<file path="src/rtl/sparse_value_packer_pkg.sv">
// Shared definitions for the sparse value packer: FSM encoding, the
// index-width sanity check and the value-slice helper.
package sparse_value_packer_pkg;

   typedef enum logic [1:0] {
      IDLE   = 2'd0,
      HEADER = 2'd1,
      EMIT   = 2'd2
   } state_t;

   // Prefix counts reach BITMASK_LENGTH, so the index must hold that value.
   function automatic bit index_width_ok(input int mask_len, input int idx_w);
      return (64'd1 << idx_w) > 64'(mask_len);
   endfunction

   // MSB of value i inside the packed value bus; use with -: vw.
   function automatic int value_msb(input int idx, input int vw);
      return (idx + 1) * vw - 1;
   endfunction

endpackage

</file>
<file path="src/rtl/sparse_value_packer_select.sv">
// selectGenerator: inclusive prefix popcount of a mask, P[i] = ones in mask[i:0].
module selectGenerator #(
   parameter int BITMASK_LENGTH = 16,
   parameter int INDEX_BITWIDTH = 5
) (
   input  logic [BITMASK_LENGTH-1:0]                     i_mask,
   output logic [BITMASK_LENGTH-1:0][INDEX_BITWIDTH-1:0] o_prefix
);

   logic [INDEX_BITWIDTH-1:0] w_acc;

   always_comb begin
      w_acc    = '0;
      o_prefix = '0;
      for (int i = 0; i < BITMASK_LENGTH; i++) begin
         w_acc       = w_acc + INDEX_BITWIDTH'(i_mask[i]);
         o_prefix[i] = w_acc;
      end
   end

endmodule

</file>
<file path="src/rtl/sparse_value_packer.sv">
// Packs one dense block into a header beat (mask) followed by only the kept
// values, LSB first, on a valid/ready stream.
module sparse_value_packer
   import sparse_value_packer_pkg::*;
#(
   parameter int BITMASK_LENGTH = 16,
   parameter int INDEX_BITWIDTH = 5,
   parameter int VALUE_WIDTH    = 8
) (
   input  logic                                  clock,
   input  logic                                  resetn,
   input  logic                                  in_valid,
   output logic                                  in_ready,
   input  logic [BITMASK_LENGTH-1:0]             in_mask,
   input  logic [VALUE_WIDTH*BITMASK_LENGTH-1:0] in_values,
   output logic                                  out_valid,
   input  logic                                  out_ready,
   output logic                                  out_is_header,
   output logic [BITMASK_LENGTH-1:0]             out_mask,
   output logic [VALUE_WIDTH-1:0]                out_data,
   output logic                                  out_last,
   output state_t                                o_dbg_state
);

   // Handshake: a transfer happens on a rising edge where valid && ready;
   // out_* is held stable while out_valid && !out_ready.

   if (!index_width_ok(BITMASK_LENGTH, INDEX_BITWIDTH)) begin : g_bad_index_width
      $error("INDEX_BITWIDTH too small for BITMASK_LENGTH");
   end

   state_t                                r_state;
   logic [INDEX_BITWIDTH-1:0]             r_cursor;
   logic [INDEX_BITWIDTH-1:0]             r_count;
   logic [BITMASK_LENGTH-1:0]             r_mask;
   logic [VALUE_WIDTH*BITMASK_LENGTH-1:0] r_values;

   state_t                                    w_next_state;
   logic [INDEX_BITWIDTH-1:0]                 w_next_cursor;
   logic                                      w_load;
   logic [INDEX_BITWIDTH-1:0]                 w_in_count;
   logic [VALUE_WIDTH-1:0]                    w_sel_data;
   logic [BITMASK_LENGTH-1:0][INDEX_BITWIDTH-1:0] w_prefix;

   selectGenerator #(
      .BITMASK_LENGTH (BITMASK_LENGTH),
      .INDEX_BITWIDTH (INDEX_BITWIDTH)
   ) u_select (
      .i_mask   (r_mask),
      .o_prefix (w_prefix)
   );

   always_comb begin
      w_in_count = '0;
      for (int i = 0; i < BITMASK_LENGTH; i++) begin
         w_in_count = w_in_count + INDEX_BITWIDTH'(in_mask[i]);
      end
   end

   // Exactly one kept value has prefix count equal to the cursor.
   always_comb begin
      w_sel_data = '0;
      for (int i = 0; i < BITMASK_LENGTH; i++) begin
         if (r_mask[i] && (w_prefix[i] == r_cursor)) begin
            w_sel_data = w_sel_data | r_values[value_msb(i, VALUE_WIDTH) -: VALUE_WIDTH];
         end
      end
   end

   always_comb begin
      w_next_state  = r_state;
      w_next_cursor = r_cursor;
      w_load        = 1'b0;
      in_ready      = 1'b0;
      out_valid     = 1'b0;
      out_is_header = 1'b0;
      out_mask      = '0;
      out_data      = '0;
      out_last      = 1'b0;
      case (r_state)
         IDLE: begin
            in_ready = 1'b1;
            if (in_valid) begin
               w_load       = 1'b1;
               w_next_state = HEADER;
            end
         end
         HEADER: begin
            out_valid     = 1'b1;
            out_is_header = 1'b1;
            out_mask      = r_mask;
            out_last      = (r_count == '0);
            if (out_ready) begin
               if (r_count == '0) begin
                  w_next_state = IDLE;
               end else begin
                  w_next_state  = EMIT;
                  w_next_cursor = INDEX_BITWIDTH'(1);
               end
            end
         end
         EMIT: begin
            out_valid = 1'b1;
            out_data  = w_sel_data;
            out_last  = (r_cursor == r_count);
            if (out_ready) begin
               if (r_cursor == r_count) begin
                  w_next_state  = IDLE;
                  w_next_cursor = '0;
               end else begin
                  w_next_cursor = r_cursor + INDEX_BITWIDTH'(1);
               end
            end
         end
         default: begin
            w_next_state  = IDLE;
            w_next_cursor = '0;
         end
      endcase
   end

   always_ff @(posedge clock) begin
      if (!resetn) begin
         r_state  <= IDLE;
         r_cursor <= '0;
         r_count  <= '0;
         r_mask   <= '0;
         r_values <= '0;
      end else begin
         r_state  <= w_next_state;
         r_cursor <= w_next_cursor;
         if (w_load) begin
            r_mask   <= in_mask;
            r_values <= in_values;
            r_count  <= w_in_count;
         end
      end
   end

   assign o_dbg_state = r_state;

endmodule
</file>
<file path="config.mk">
export PLATFORM = sky130hd
export DESIGN_NAME = sparse_value_packer
export DESIGN_NICKNAME = d
export VERILOG_FILES = /design/src/rtl/sparse_value_packer_pkg.sv /design/src/rtl/sparse_value_packer_select.sv /design/src/rtl/sparse_value_packer.sv
export SDC_FILE = /design/constraint.sdc
export NUM_CORES = 1
export LEC_CHECK = 0
export ABC_AREA = 0
export BUFFER_PORTS_ARGS = -buffer_cell sky130_fd_sc_hd__buf_2
export CAP_MARGIN = 15
export CELL_PAD_IN_SITES_DETAIL_PLACEMENT = 1
export CELL_PAD_IN_SITES_GLOBAL_PLACEMENT = 1
export CORE_UTILIZATION = 38
export DETAILED_ROUTE_END_ITERATION = 16
export PLACE_DENSITY = 0.86
export SLEW_MARGIN = 20
export SYNTH_ARGS = -nofsm -noshare
export SYNTH_HDL_FRONTEND = slang
export SYNTH_HIERARCHICAL = 1
export SYNTH_SLANG_ARGS = --single-unit
</file>
<file path="constraint.sdc">
create_clock -name clock -period 10.3 [get_ports clock]
set_input_delay 3.09 -clock clock [delete_from_list [all_inputs] [get_ports clock]]
set_output_delay 3.09 -clock clock [all_outputs]
set_load 0.005 [all_outputs]
</file>
After elaboration in Yosys (flattened, before gate mapping):

Index checks and enable logic that the tools add are counted.

* register bits: 156
* output and inout port bits: 30
* word-level logic and storage cells: 132

* add/subtract/negate cells: 31
* equal/unequal tests: 24
* muxes and demuxes: 35
* bitwise operators: 16
* reduce and logical (&&, ||, !) cells: 21

Operators by type and width (number)
* 2-to-1 mux 8 bit: 17
* adder 5 x 1 -> 5 bit: 25
* OR 8 bit: 15
* equality test 5 bit: 16
* 2-to-1 mux 5 bit: 4
* logical AND 1 bit: 16
* 2-to-1 mux 16 bit: 1
* one-hot mux 5 bit (3 select lines): 1
* 2-to-1 mux 2 bit: 5
* inequality test 2 bit (second input constant): 5
* AND reduction 4 bit: 2
* one-hot mux 2 bit (3 select lines): 1
* adder 4 x 1 -> 5 bit: 1
* adder 5 x 1 -> 5 bit (second input constant): 1
* equality test 1 x 5 -> 1 bit: 1
* zero test 5 bit: 1
* 2-to-1 mux 1 bit: 5
* adder 1 x 1 -> 2 bit: 2
* adder 3 x 1 -> 4 bit: 1
* adder 2 x 1 -> 3 bit: 1
* equality test 2 x 1 -> 1 bit (second input constant): 1
* equality test 2 bit (second input constant): 1
* zero test 2 bit: 1
* one-hot mux 1 bit (2 select lines): 1
* other kinds (2): 2

Logic depth before layout (Yosys ltp):

* word-level depth: 34
* depth in mapped cells: 28
* depth with buffers taken out: 27

Hierarchy:

Netlist, hierarchy kept.

By module, submodules not included
* sparse_value_packer: instances 1, cells each 999, area an instance 7930.1 µm²
* selectGenerator: instances 1, cells each 225, area an instance 1888.1 µm²

Worst setup path before layout:

Ideal clock, no wire load.

* path kind: reg-to-output
* start: reg r_mask[1]
* end: out out_data[4]
* arrival: 7.206 ns
* setup slack: 0.004 ns
* cell stages (with the launch flop): 29
* buffers on the path: 1
* cell sequence: dfxtp_1 > fa_1 > ha_1 > ha_1 > ha_1 > ha_1 > ha_1 > ha_1 > ha_1 > ha_1 > ha_1 > ha_1 > ha_1 > xnor2_1 > xnor2_1 > ha_1 > ha_1 > buf_1 > a2111oi_0 > nor4_1 > a31oi_1 > mux2i_1 > xnor2_1 > xor2_1 > nor4_4 > and3_4 > a22oi_1 > nand4_1 > o31a_1

RTL lines
* start, declared: line sparse_value_packer.sv:35 `logic [BITMASK_LENGTH-1:0] r_mask;`
* start signal, assigned: line sparse_value_packer.sv:133 `r_mask <= in_mask;`
* end, declared: line sparse_value_packer.sv:20 `output logic [VALUE_WIDTH-1:0] out_data,`

==> impl_metrics.yaml <==
placed_design:
  place_hpwl_um: 26100
  finalWeightedCongestion: 0.882
  dp_slack_ps: -180
  port_buffers: 177
global_routing:
  grt_pass1_vias: 9867
  grt_antenna_before_repair: 4
  grt_start_max_net_pins: 107
  grt.total_usage: 0.286
  grt_first_pass_wirelength_um: 57100
  overflow: 0
critical_path:
  cpMaxStageDelayCell: "fa_2"
  slowest_delay_ps: 610
  cp_max_fo: 6
  startpoint_type: "flop"
  arrival_ps: 7140
  required_ps: 7210
  critPathCaptureType: "primary output"
  path_common_cell: "ha_4"
  worstSetupPathType: "flop to primary output"
timing:
  drv_slew: 0
  layout_setup_ws_ps: 69.0
  max_freq_mhz: 97.7
  holdWs_ps: 457
  setup_tns_ps: 0
  rsz0062_at_grt: "true"
  hold_violations: 0
  slew_headroom: 0.276
  period_share: 0.993
  min_period_ps: 10230
  worst_pin_slew_ps: 1090
  setup_viol: 0
  clock_skew_ps: 18.2
power_and_ir_drop:
  combPwrFrac: 0.483
  leakage_nw: 5.40
  ir_drop_mv: 0.149
  power_mw: 2.73
  p_switching_mw: 1.12
  power.share.clock: 0.248
  p_int_mw: 1.61
  switching_share: 0.409
  p_per_area_mw_per_mm2: 227
  p_seq_frac: 0.269
synth:
  synth_cell_type_count: 77
  syn_avg_cell_area_um2: 8.02
  yosysWarningCount: 6
  ys_seq_elements: 156
  netlist_area_mm2: 0.00982
  syn_inst: 1224
  async_flop_share: 0
  ys_seq_area_frac: 0.318
  netlist.area_leader.share: 0.318
  synth-main-ff-cell: "dfxtp_1"
  synth_area_leaders: "dfxtp_1 32%, nand2_1 13%, a21oi_1 8.1%"
  yosysMostFrequentCell: "nand2_1"
  synthTopCellsByCount: "330 x nand2_1, 159 x a21oi_1, 156 x dfxtp_1, 90 x xor2_1, 54 x clkbuf_1"
  synth_edf_count: 0
  yosysTopAreaCell: "dfxtp_1"
floorplan:
  die_h_um: 163
  die_area_mm2: 0.0265
  rows: 58
  start_util: 0.389
  coreArea_mm2: 0.0253
  die_w_um: 163
  io_pins: 178
routing:
  drt_pass1_iterations: 5
  wl_per_cell_um: 22.2
  routed-via-count: 9620
  drt_iter0_drc: 668
  ant_nets: 0
  drc: 0
  vias_per_cell: 5.60
  routed_wl_um: 38200
cts:
  root_buffer: "clkbuf_16"
  cts_tree: "built"
  cts_max_path_buffers: 2
  cts_max_level: 4
  clk_pin_slew_ps: 70
  clkSinkCount: 156
  clk_latency_ps: 450
  numCtsBuffers: 17
final_layout:
  final_layout_size_suffix_gt1_frac: 0.238
  syn2layout_area_growth_pct: 22.4
  nets: 1572
run:
  maxCapViolations: 0
run_status:
  status: "finished clean"
hold_path:
  hp-class: "flop to flop"
==> area by class of cell <==
cell class,instances,area (um^2)
Inverter,33,126
Antenna cell,1,2.50
Clock buffer,17,425
Tap cell,330,413
Sequential cell,156,3130
Timing Repair Buffer,219,1210
Clock inverter,15,213
Multi-Input combinational cell,948,6500
Fill cell,3094,13200
==> cells in the final DEF (no fill, tap or decap), types with 6 or more instances in the layout <==
cell type,count
clkbuf_16,17
inv_1,32
buf_4,40
nor2_1,17
o21ai_0,8
xnor2_2,9
and3_1,13
a31oi_1,7
dfxtp_1,154
fa_1,10
nand2_1,329
ha_4,22
nand4_1,24
and2_1,20
conb_1,10
a221oi_1,6
a22o_1,12
buf_2,177
ha_1,14
a22oi_1,33
mux2i_1,8
xnor2_1,45
clkinv_8,7
nor4_1,11
xor2_1,88
nand3_1,10
a21oi_1,158
==> power groups by stage <==
stage | Combinational (mW) | Clock [mW] | Sequential [mW]
floorplan | 0.715 | 0 | 0.713
global placement | 0.990 | 0 | 0.737
detailed placement | 1.03 | 0 | 0.740
CTS | 1.18 | 0.684 | 0.729
global route | 1.40 | 0.709 | 0.736
finish | 1.32 | 0.677 | 0.733
==> metal layers <==
layer	track usage	vias to the layer above	part of all wire
met3	0.0469	132	0.056
met1	0.331	4663	0.40
met5	0	-	0.00010
met2	0.504	400	0.49
li1	-	4423	-
met4	0.147	2	0.054
==> worst max-delay path, delay by kind of cell (launching register included) <==
| kind | cells | cell delay [ps] |
|---|---|---|
| AOI/OAI and AO/OA | 3 | 640 |
| xor gates and xnor gates | 4 | 900 |
| adders and majority gates | 14 | 3760 |
| buffers and inverters | 2 | 260 |
| DFF | 1 | 350 |
| muxes | 1 | 110 |
| and+or+nand+nor | 5 | 650 |
==> logic make-up (layout without fill, tap and decap cells) <==
group / Yosys count / in the layout / synth area share
multiplexers: 8 / 8 / 0.00816
AND/OR/NAND/NOR: 464 / 464 / 0.214
XOR/XNOR: 157 / 157 / 0.159
adder cells (fa/ha/maj): 49 / 49 / 0.0709
other: 1 / 11 / 0.000382
buffers and inverters: 129 / 284 / 0.0682
flip-flops: 156 / 156 / 0.318
AO/OA/AOI/OAI: 260 / 260 / 0.161
==> sequential cells by signal, summed over array words and instances (netlist names) <==
signal,cells
r_mask,16
r_cursor,5
r_count,5
o_dbg_state,2
r_values,128
==> per-stage QoR <==
stage / cells / area (um^2) / util
floorplan: 1233 / 9850 / -
global placement: 1679 / 10900 / 0.431
detailed placement: 1679 / 10900 / 0.431
CTS: 1712 / 11800 / 0.467
global route: 1718 / 12000 / 0.476
finish: 1719 / 12000 / 0.476
==> final timing paths <==
kind / startpoint / endpoint / slack (ps) / cells past startpoint
setup / recovery: r_mask[0] / out_data[4] / 70 / 29
hold reg to reg: r_values[3] / r_values[3] / 460 / 2
setup reg to reg: o_dbg_state[0] / r_values[45] / 7660 / 6
hold / removal: r_values[3] / r_values[3] / 460 / 2
==> timing repair <==
item                       CTS  global route
pin swaps                    4            22
setup buffers                1             6
gates resized for setup     30            32
hold buffers                 0             0
setup endpoints to repair    8             8
(Power assumes the default switching activity.)
